--- config.mk ---
export PLATFORM = sky130hd
export DESIGN_NAME = div16_seq
export DESIGN_NICKNAME = d
export VERILOG_FILES = /design/src/rtl/div16_seq.sv
export SDC_FILE = /design/constraint.sdc
export NUM_CORES = 1
export LEC_CHECK = 0
export CORE_ASPECT_RATIO = 1.4
export CORE_UTILIZATION = 40
export DETAILED_ROUTE_END_ITERATION = 8
export SLEW_MARGIN = 20
export SYNTH_ARGS = -nofsm -noshare
export SYNTH_HDL_FRONTEND = slang
export SYNTH_SLANG_ARGS = --single-unit
--- constraint.sdc ---
create_clock -name clk -period 13.58 [get_ports clk]
set_input_delay 2.716 -clock clk [delete_from_list [all_inputs] [get_ports clk]]
set_output_delay 2.716 -clock clk [all_outputs]
set_load 0.1 [all_outputs]
--- src/rtl/div16_seq.sv ---
// Iterative restoring divider: one quotient bit per cycle, signed or unsigned operands,
// ALU-style flags. Divide-by-zero and signed -MIN/-1 bypass the iteration loop.
module div16_seq #(
  parameter int OPERAND_WIDTH = 16
) (
  input  logic                     clk,
  input  logic                     rst,
  input  logic                     start,
  input  logic [OPERAND_WIDTH-1:0] InA,
  input  logic [OPERAND_WIDTH-1:0] InB,
  input  logic                     sign,
  output logic                     busy,
  output logic                     done,
  output logic [OPERAND_WIDTH-1:0] Quo,
  output logic [OPERAND_WIDTH-1:0] Rem,
  output logic                     Sfl,
  output logic                     Zfl,
  output logic                     Ofl
);

  localparam int W  = OPERAND_WIDTH;
  localparam int CW = $clog2(W);

  localparam logic [1:0] S_IDLE = 2'd0;
  localparam logic [1:0] S_CALC = 2'd1;
  localparam logic [1:0] S_DONE = 2'd2;

  logic [1:0]    state_q, state_d;
  logic [CW-1:0] cnt_q, cnt_d;
  logic [W:0]    pr_q, pr_d;
  logic [W-1:0]  pq_q, pq_d;
  logic [W-1:0]  dvs_q, dvs_d;
  logic          qneg_q, qneg_d;
  logic          rneg_q, rneg_d;
  logic          busy_q, busy_d;
  logic          done_q, done_d;
  logic [W-1:0]  quo_q, quo_d;
  logic [W-1:0]  rmd_q, rmd_d;
  logic          sfl_q, sfl_d;
  logic          zfl_q, zfl_d;
  logic          ofl_q, ofl_d;

  logic          a_neg_s, b_neg_s;
  logic [W-1:0]  a_mag_s, b_mag_s;
  logic          div_zero_s, ovf_s;
  logic [W+1:0]  shifted_s, trial_s;
  logic          ge_s;
  logic [W:0]    pr_nx_s;
  logic [W-1:0]  pq_nx_s, quo_fin_s, rmd_fin_s;

  // Operand magnitudes, special-case detection and one restoring iteration.
  always_comb begin
    a_neg_s    = sign & InA[W-1];
    b_neg_s    = sign & InB[W-1];
    // Unsigned W-bit magnitude still represents |MIN| exactly.
    a_mag_s    = a_neg_s ? ({W{1'b0}} - InA) : InA;
    b_mag_s    = b_neg_s ? ({W{1'b0}} - InB) : InB;
    div_zero_s = (InB == {W{1'b0}});
    ovf_s      = sign & (InA == {1'b1, {(W-1){1'b0}}}) & (InB == {W{1'b1}});
    shifted_s  = {pr_q, pq_q[W-1]};
    trial_s    = shifted_s - {2'b00, dvs_q};
    ge_s       = ~trial_s[W+1];
    pr_nx_s    = ge_s ? trial_s[W:0] : shifted_s[W:0];
    pq_nx_s    = {pq_q[W-2:0], ge_s};
    quo_fin_s  = qneg_q ? ({W{1'b0}} - pq_nx_s) : pq_nx_s;
    rmd_fin_s  = rneg_q ? ({W{1'b0}} - pr_nx_s[W-1:0]) : pr_nx_s[W-1:0];
  end

  // Next-state logic for the control FSM, datapath and result registers.
  always_comb begin
    state_d = state_q;
    cnt_d   = cnt_q;
    pr_d    = pr_q;
    pq_d    = pq_q;
    dvs_d   = dvs_q;
    qneg_d  = qneg_q;
    rneg_d  = rneg_q;
    done_d  = 1'b0;
    quo_d   = quo_q;
    rmd_d   = rmd_q;
    sfl_d   = sfl_q;
    zfl_d   = zfl_q;
    ofl_d   = ofl_q;
    case (state_q)
      S_CALC: begin
        cnt_d = cnt_q - CW'(1);
        pr_d  = pr_nx_s;
        pq_d  = pq_nx_s;
        if (cnt_q == {CW{1'b0}}) begin
          state_d = S_DONE;
          done_d  = 1'b1;
          quo_d   = quo_fin_s;
          rmd_d   = rmd_fin_s;
          sfl_d   = quo_fin_s[W-1];
          zfl_d   = (quo_fin_s == {W{1'b0}});
          ofl_d   = 1'b0;
        end else begin
          state_d = S_CALC;
        end
      end
      S_IDLE, S_DONE: begin
        if (start) begin
          if (div_zero_s) begin
            state_d = S_DONE;
            done_d  = 1'b1;
            quo_d   = {W{1'b1}};
            rmd_d   = InA;
            sfl_d   = 1'b1;
            zfl_d   = 1'b0;
            ofl_d   = 1'b1;
          end else if (ovf_s) begin
            state_d = S_DONE;
            done_d  = 1'b1;
            quo_d   = {1'b1, {(W-1){1'b0}}};
            rmd_d   = {W{1'b0}};
            sfl_d   = 1'b1;
            zfl_d   = 1'b0;
            ofl_d   = 1'b1;
          end else begin
            state_d = S_CALC;
            cnt_d   = CW'(W - 1);
            pr_d    = {(W+1){1'b0}};
            pq_d    = a_mag_s;
            dvs_d   = b_mag_s;
            qneg_d  = a_neg_s ^ b_neg_s;
            rneg_d  = a_neg_s;
          end
        end else begin
          state_d = S_IDLE;
        end
      end
      default: begin
        state_d = S_IDLE;
      end
    endcase
    busy_d = (state_d == S_CALC);
  end

  // State and output registers with synchronous reset.
  always_ff @(posedge clk) begin
    if (rst) begin
      state_q <= S_IDLE;
      cnt_q   <= {CW{1'b0}};
      pr_q    <= {(W+1){1'b0}};
      pq_q    <= {W{1'b0}};
      dvs_q   <= {W{1'b0}};
      qneg_q  <= 1'b0;
      rneg_q  <= 1'b0;
      busy_q  <= 1'b0;
      done_q  <= 1'b0;
      quo_q   <= {W{1'b0}};
      rmd_q   <= {W{1'b0}};
      sfl_q   <= 1'b0;
      zfl_q   <= 1'b0;
      ofl_q   <= 1'b0;
    end else begin
      state_q <= state_d;
      cnt_q   <= cnt_d;
      pr_q    <= pr_d;
      pq_q    <= pq_d;
      dvs_q   <= dvs_d;
      qneg_q  <= qneg_d;
      rneg_q  <= rneg_d;
      busy_q  <= busy_d;
      done_q  <= done_d;
      quo_q   <= quo_d;
      rmd_q   <= rmd_d;
      sfl_q   <= sfl_d;
      zfl_q   <= zfl_d;
      ofl_q   <= ofl_d;
    end
  end

  assign busy = busy_q;
  assign done = done_q;
  assign Quo  = quo_q;
  assign Rem  = rmd_q;
  assign Sfl  = sfl_q;
  assign Zfl  = zfl_q;
  assign Ofl  = ofl_q;

endmodule

==> results.tsv, run 1 <==
stage	metric	value	unit
critical_path	critical path depth	8	
global_routing	Tot GR Track Use	24.86	%
drt	Iter 0 DRT Violations	323	
die	DIE WIDTH	107.5	um
logic_synthesis	ys flop type	dfxtp_1	
critical_path	critical path capture point	dvs_q[7]$_SDFFE_PP0P_	
drt	WL met2	9956	um
placement	Placement Cell Area	7083	um2
drt	ANT nets after route	0	
global_routing	first-pass GRT wire length	30870	um
placement	IO Port Bufs	72	
timing	Final Hold Vio Count	0	
flow_run	Max Cap Viol	0	
critical_path	CP Launch Type	primary input	
global_routing	vias in the first global route	5909	
logic_synthesis	register bit total from synthesis	92	
global_routing	initial antenna violation count	0	
logic_synthesis	Distinct cells, synth	67	
timing	Worst-Margin Slew	1010	ps
critical_path	cell mode on critical path	or4_1	
finish	commonest non-fill, non-tap cell in the layout	nor2_1	
drt	Routed met1 length	7931	um
cts	CTS H-tree depth	3	
logic_synthesis	register area share after synthesis	29.55	%
cts	Worst-path clk slew	70	ps
timing	max_slew headroom	32.46	%
logic_synthesis	Mapped Nets	881	
cts	TritonCTS clock tree	yes	
finish	Net count, final	923	
die	I/O Pins	73	
critical_path	RR Endpoint	Zfl$_SDFFE_PP0P_	
min_path	HP Class	reg -> reg	
die	initial core utilization	41.23	%
finish	Layout area overhead	18.65	%
critical_path	crit-path leading delay family	simple AND/OR/NAND/NOR gates	
placement	DP Cell Count	1045	
drt	highest metal used	met4	
timing	final setup vio count	0	
timing	RSZ-0062 raised after global routing	false	
power_and_ir_drop	P_leak	2.681	nW
drt	DRT Pass-1 Iters	5	
cts	hold-fix buffers at CTS	0	
drt	# DRC	0	
global_routing	largest net degree at the start of global routing	96	
cts	# clock sinks	92	
drt	DRT Wirelength	19710	um
timing	Final WS setup	7832	ps
drt	wire length per cell	18.58	um
finish	ratio of cells with drive above 1 in the final layout	5.409	%
die	Die Ht	149.7	um
finish	final non-filler cell total	1061	
finish	most frequent cells in the layout	nor2_1 (129), dfxtp_1 (92), clkdlybuf4s50_1 (71)	
critical_path	R2R depth	17	
critical_path	RR Startpoint	dvs_q[14]$_SDFFE_PP0P_	
finish	fill count	1470	
power_and_ir_drop	Peak VDD IR	0.09709	mV
drt	metal3 WL	759	um
logic_synthesis	mean post-synth cell area	7.583	um2
timing	period utilisation layout	42.33	%
critical_path	worst path cell trace	clkdlybuf4s50_1, or4_1, or4_1, o21ai_0, nand2b_2, buf_4, nor2_1, a211oi_1	
run_status	status	complete, no violations	
critical_path	Crit. End Element	flip-flop	
drt	Via-to-Cell Ratio	5.894	
cts	setup repair bufs after CTS	0	
logic_synthesis	number of flops mapped to enable cells by yosys	0	
critical_path	Critical Path RT	13830	ps
die	FP Rows	53	
logic_synthesis	Async S/R FF share, synth	0	%
die	die area	16090	um2
finish	Antenna Cells	0	
logic_synthesis	Synth Cell Area	6233	um2
cts	CTS Root Cell	clkbuf_16	
timing	Achievable Freq	0.1740	GHz
critical_path	worst-path fanout max	45	
cts	CTS max path bufs	2	
critical_path	buffers plus inverters on the worst setup path	2	
logic_synthesis	YS warnings	0	
timing	minimum clock period after layout	5748	ps
cts	post-CTS sizing	0	
placement	dpl ws	7238	ps
power_and_ir_drop	power density over cell area	161.0	nW/um2
logic_synthesis	Cells after Synth	822	
critical_path	crit path kind	in -> reg	
cts	Skew-Pair Late Insertion Delay	350	ps
critical_path	Crit. Startpoint	InA[11]	
cts	total CTS buffers	9	
drt	routed vias	6254	
die	Core ar.	15120	um2
timing	total negative slack	0	ps
global_routing	Congestion Overflow GR	0	
critical_path	Arr. time, crit path	6000	ps
critical_path	Worst path slowest cell	or4_1	
placement	GPL Wtd Cong	0.9193	
timing	Final Max Slew Viols	0	
placement	DP Wirelength	14970	um
critical_path	reg2reg setup slack	8400	ps
critical_path	CP max stage delay	680	ps
finish	fin area	7396	um2
timing	Setup Skew	11.34	ps
==> metrics by stage <==
step,utilization (%),hold WS (ps),power [mW]
after CTS,48.90,465.5,1.189
final,48.92,465.6,1.191
after floorplan,-,431.9,0.7691
after global placement,46.85,447.9,0.9155
after global routing,48.92,485.9,1.264
after detailed placement,46.85,452.2,0.9222
==> where the power goes <==
group / switching, mW / internal [mW] / total, mW
sequential: 0.0249 / 0.293 / 0.318
combinational: 0.386 / 0.220 / 0.607
clock: 0.116 / 0.150 / 0.266
==> cells by family (layout without fill, tap and decap cells) <==
family,after synthesis,in the layout,share of synthesized area (%)
AOI/OAI and AO/OA,243,243,25.93
xor gates and xnor gates,63,63,8.972
adders and majority gates,23,23,4.737
buffers and inverters,85,132,5.179
DFF,92,92,29.55
muxes,18,18,2.930
and+or+nand+nor,298,298,22.70
==> worst min path at each step <==
stage	slack, ps	end	cells past startpoint	start
5_1_grt	490	dvs_q[15]$_SDFFE_PP0P_	2	dvs_q[15]$_SDFFE_PP0P_
2_1_floorplan	430	dvs_q[15]$_SDFFE_PP0P_	2	dvs_q[15]$_SDFFE_PP0P_
6_report	470	Ofl$_SDFFE_PP0P_	2	Ofl$_SDFFE_PP0P_
4_1_cts	470	Ofl$_SDFFE_PP0P_	2	Ofl$_SDFFE_PP0P_
3_5_place_dp	450	Ofl$_SDFFE_PP0P_	2	Ofl$_SDFFE_PP0P_
3_3_place_gp	450	dvs_q[15]$_SDFFE_PP0P_	2	dvs_q[15]$_SDFFE_PP0P_
==> registers in the layout (all words and copies together), names as in the netlist <==
name     cells
pr_q        17
Ofl          1
done         1
Rem         16
Quo         16
pq_q        16
state_q      1
Zfl          1
rneg_q       1
cnt_q        4
dvs_q       16
busy         1
qneg_q       1
==> synthesized netlist by cell type, types with 3 or more instances <==
| library cell | instances | share of area [%] |
|---|---|---|
| a21oi_1 | 54 | 4.3 |
| nand3b_1 | 4 | 0.48 |
| and3_1 | 4 | 0.40 |
| a221o_1 | 3 | 0.48 |
| dfxtp_1 | 92 | 30 |
| nor2b_1 | 9 | 0.90 |
| nor3_1 | 20 | 1.6 |
| nor4_1 | 6 | 0.60 |
| xnor2_1 | 25 | 3.5 |
| nor3b_1 | 5 | 0.60 |
| a222oi_1 | 3 | 0.48 |
| nor2_1 | 131 | 7.9 |
| a21boi_0 | 4 | 0.48 |
| a22oi_1 | 10 | 1.2 |
| a21o_1 | 4 | 0.48 |
| a211oi_1 | 26 | 3.1 |
| nand4_1 | 11 | 1.1 |
| ha_1 | 22 | 4.4 |
| o22ai_1 | 8 | 0.80 |
| o31ai_1 | 12 | 1.4 |
| or3_1 | 3 | 0.30 |
| clkbuf_1 | 46 | 2.8 |
| a221oi_1 | 20 | 2.8 |
| mux2i_1 | 16 | 2.6 |
| xor2_1 | 37 | 5.2 |
| o41ai_1 | 7 | 0.98 |
| nand2_1 | 59 | 3.6 |
| a31oi_1 | 19 | 1.9 |
| nand3_1 | 15 | 1.2 |
| and2_1 | 7 | 0.70 |
| or4_1 | 3 | 0.36 |
| inv_1 | 33 | 2.0 |
| o21ai_0 | 47 | 3.8 |
| nand2b_1 | 4 | 0.40 |
| o31a_1 | 3 | 0.42 |
| buf_1 | 4 | 0.24 |
| o21a_1 | 4 | 0.48 |
| or4_4 | 3 | 0.54 |
==> layout make-up <==
cell class / instances / area [um2] / area share [%]
multi-input cells: 645 / 4085 / 55.24
flip-flops and latches: 92 / 1842 / 24.90
repair buffers: 82 / 790.8 / 10.69
well taps: 192 / 240.2 / 3.248
clock buffers: 10 / 239.0 / 3.231
inverters: 34 / 127.6 / 1.726
clock inverters: 6 / 71.32 / 0.9643
==> tightest hold or removal path, stage by stage, from the launching register on <==
cell and delay (ps):
dfxtp_1 310, inv_1 50, a211oi_1 60
==> layer usage <==
layer  global-route usage (%)  up-vias
li1                         -     3078
met1                    27.69     2960
met2                    44.52      168
met3                    3.179       48
met4                    14.93        0
met5                        0        -
Note: power is estimated with default switching activity, not from simulation.
==> run 2, diff against run 1 <==
clock period = 4.95 ns   (was 13.58 ns; I/O delays follow)
==> run 2 against run 1 <==
Effect of this change:
- total power grew to 2.8 times the previous value
- worst hold slack got worse by 9.2 ps
- first-iteration DRC count increased by 18%
- via count increased by 2.4%
- routed wire length up 3.4%
- sequential power grew to 2.8 times the previous value
- cell count increased by 0.57%
==> results.tsv, run 2 (synthesis gave the netlist of run 1 again) <==
stage	metric	value	unit	change
run_status	status	complete, no violations		unchanged
cts	Worst-path clk slew	70	ps	about the same
critical_path	CP max stage delay	520	ps	was 680 ps
drt	ANT nets after route	0		unchanged
cts	Skew-Pair Late Insertion Delay	350	ps	about the same
timing	max_slew headroom	32.76	%	was 32.46%
timing	Final Hold Vio Count	0		unchanged
critical_path	R2R depth	18		was 17
timing	Achievable Freq	0.2419	GHz	
timing	final setup vio count	0		unchanged
die	Core ar.	15120	um2	unchanged
timing	Final Max Slew Viols	0		unchanged
timing	Setup Skew	7.884	ps	was 11.34 ps
global_routing	Tot GR Track Use	26.19	%	was 24.86%
cts	hold-fix buffers at CTS	0		unchanged
global_routing	most used routing layer	met2		unchanged
placement	DP Wirelength	15350	um	was 14970 um
power_and_ir_drop	power density over cell area	445.2	nW/um2	was 161.0 nW/um2
global_routing	initial antenna violation count	0		unchanged
die	DIE WIDTH	107.5	um	unchanged
finish	largest register by flop count	pr_q		unchanged
drt	Via-to-Cell Ratio	6.001		was 5.894
die	FP Rows	53		unchanged
finish	ratio of cells with drive above 1 in the final layout	5.943	%	was 5.409%
drt	wire length per cell	19.11	um	was 18.58 um
critical_path	CP Launch Type	flip-flop		was primary input
critical_path	worst path cell trace	ha_1, a21o_1, a211oi_1, a21boi_1, a31oi_1, buf_4, nor2_2, inv_1, ha_1, inv_1, nand2_1, xnor2_1, nor3_1, nand4_1, nor3_1, nand3_1, or4_4, o31ai_2		was clkdlybuf4s50_1, or4_1, or4_1, o21ai_0, nand2b_2, buf_4, nor2_1, a211oi_1
die	I/O Pins	73		unchanged
cts	total CTS buffers	9		unchanged
drt	DRT Wirelength	20390	um	was 19710 um
global_routing	vias in the first global route	6180		was 5909
timing	period utilisation layout	83.50	%	
critical_path	Critical Path RT	5220	ps	was 13830 ps
min_path	Hold Path Depth	2		unchanged
critical_path	RR Endpoint	Zfl$_SDFFE_PP0P_		unchanged
placement	Placement Cell Area	7141	um2	was 7083 um2
placement	GPL Wtd Cong	0.8515		was 0.9193
critical_path	reg2reg setup slack	820	ps	was 8400 ps
global_routing	Congestion Overflow GR	0		unchanged
cts	# clock sinks	92		unchanged
finish	final non-filler cell total	1067		was 1061
drt	# DRC	0		unchanged
cts	CTS max path bufs	2		unchanged
finish	Antenna Cells	0		unchanged
timing	minimum clock period after layout	4133	ps	
critical_path	crit path kind	reg -> reg		was in -> reg
die	initial core utilization	41.23	%	unchanged
min_path	end of the worst hold path	dvs_q[15]$_SDFFE_PP0P_		was Ofl$_SDFFE_PP0P_
min_path	Hold Crit Start	dvs_q[15]$_SDFFE_PP0P_		was Ofl$_SDFFE_PP0P_
finish	Net count, final	929		was 923
power_and_ir_drop	P_leak	2.704	nW	was 2.681 nW
flow_run	Max Cap Viol	0		unchanged
die	Die Ht	149.7	um	unchanged
cts	CTS Root Cell	clkbuf_16		unchanged
placement	DP Cell Count	1051		was 1045
global_routing	GRT met3 Usage	3.441	%	was 3.179%
cts	post-CTS sizing	0		unchanged
finish	max reg flops	17		unchanged
power_and_ir_drop	Peak VDD IR	0.2028	mV	was 0.09709 mV
cts	setup repair bufs after CTS	0		unchanged
timing	total negative slack	0	ps	unchanged
drt	routed vias	6403		was 6254
finish	Layout area overhead	19.21	%	was 18.65%
critical_path	worst-path fanout max	7		was 45
timing	Hold Slack	456.4	ps	was 465.6 ps
critical_path	Crit. End Element	flip-flop		unchanged
timing	Worst-Margin Slew	1009	ps	was 1010 ps
global_routing	GRT met2 Usage	46.06	%	was 44.52%
critical_path	RR Startpoint	pr_q[13]$_SDFFE_PP0P_		was dvs_q[14]$_SDFFE_PP0P_
cts	CTS H-tree depth	3		unchanged
critical_path	Arr. time, crit path	4400	ps	was 6000 ps
finish	most frequent cells in the layout	nor2_1 (130), dfxtp_1 (92), clkdlybuf4s50_1 (71)		was nor2_1 (129), dfxtp_1 (92), clkdlybuf4s50_1 (71)
timing	RSZ-0062 raised after global routing	false		unchanged
die	die area	16090	um2	unchanged
global_routing	met1 Track Usage GR	29.54	%	was 27.69%
global_routing	largest net degree at the start of global routing	95		was 96
min_path	HP Class	reg -> reg		unchanged
placement	IO Port Bufs	72		unchanged
finish	commonest non-fill, non-tap cell in the layout	nor2_1		unchanged
critical_path	Worst path slowest cell	or4_4		was or4_1
drt	DRT Pass-1 Iters	5		unchanged
drt	Iter 0 DRT Violations	382		was 323
finish	fin area	7431	um2	was 7396 um2
cts	TritonCTS clock tree	yes		unchanged
global_routing	first-pass GRT wire length	32720	um	was 30870 um
## run 2: cell types whose count changed in the layout (fill, tap and decap cells not counted), sizes merged
cell,before,now
bufinv,1,0
clkinv,3,2
inv,35,37
buf,11,17
## run 2: cell type report
cell class,instances,area (um2)
clock buffer,10,239.0
clock inverter,6,51.30
fill,1513,7689
inverter,34,127.6
multi-input combinational,645,4083
sequential,92,1842
tap,192,240.2
timing repair buffer,88,848.3
## run 2: metal layers
metal	share of wire [%]	wire, um
met1	39	7949
met2	52	10510
met3	3.8	781
met4	5.6	1148
met5	0	0
## run 2: worst max path at each step
stage,cells past startpoint,end,slack [ps],start
detailed placement,9,Quo[5]$_SDFFE_PP0P_,750,InA[11]
global route,18,Zfl$_SDFFE_PP0P_,390,pr_q[13]$_SDFFE_PP0P_
finish,18,Zfl$_SDFFE_PP0P_,820,pr_q[13]$_SDFFE_PP0P_
floorplan,17,Zfl$_SDFFE_PP0P_,650,pr_q[13]$_SDFFE_PP0P_
CTS,18,Zfl$_SDFFE_PP0P_,820,pr_q[13]$_SDFFE_PP0P_
global placement,9,Quo[9]$_SDFFE_PP0P_,790,InA[11]
## run 2: per-stage QoR
stage | power (mW) | worst slack (ps) | utilization (%)
floorplan | 2.110 | 654.9 | -
CTS | 3.297 | 824.8 | 49.15
global placement | 2.585 | 792.8 | 47.23
global route | 3.510 | 389.4 | 49.15
finish | 3.308 | 816.6 | 49.15
detailed placement | 2.603 | 754.2 | 47.23
## run 2: critical path: cells and delay by family (launching register included)
kind / cells / cell delay [ps]
compound gates: 5 / 1230
buf+inv: 3 / 410
simple gates: 7 / 1330
fa+ha+maj: 2 / 560
flops: 1 / 340
xor+xnor: 1 / 170
## run 2: where the power goes
part | internal [mW] | total (mW) | switching (mW)
sequential | 0.803 | 0.875 | 0.0719
clock | 0.363 | 0.686 | 0.323
combinational | 0.643 | 1.75 | 1.10
total | 1.81 | 3.31 | 1.50
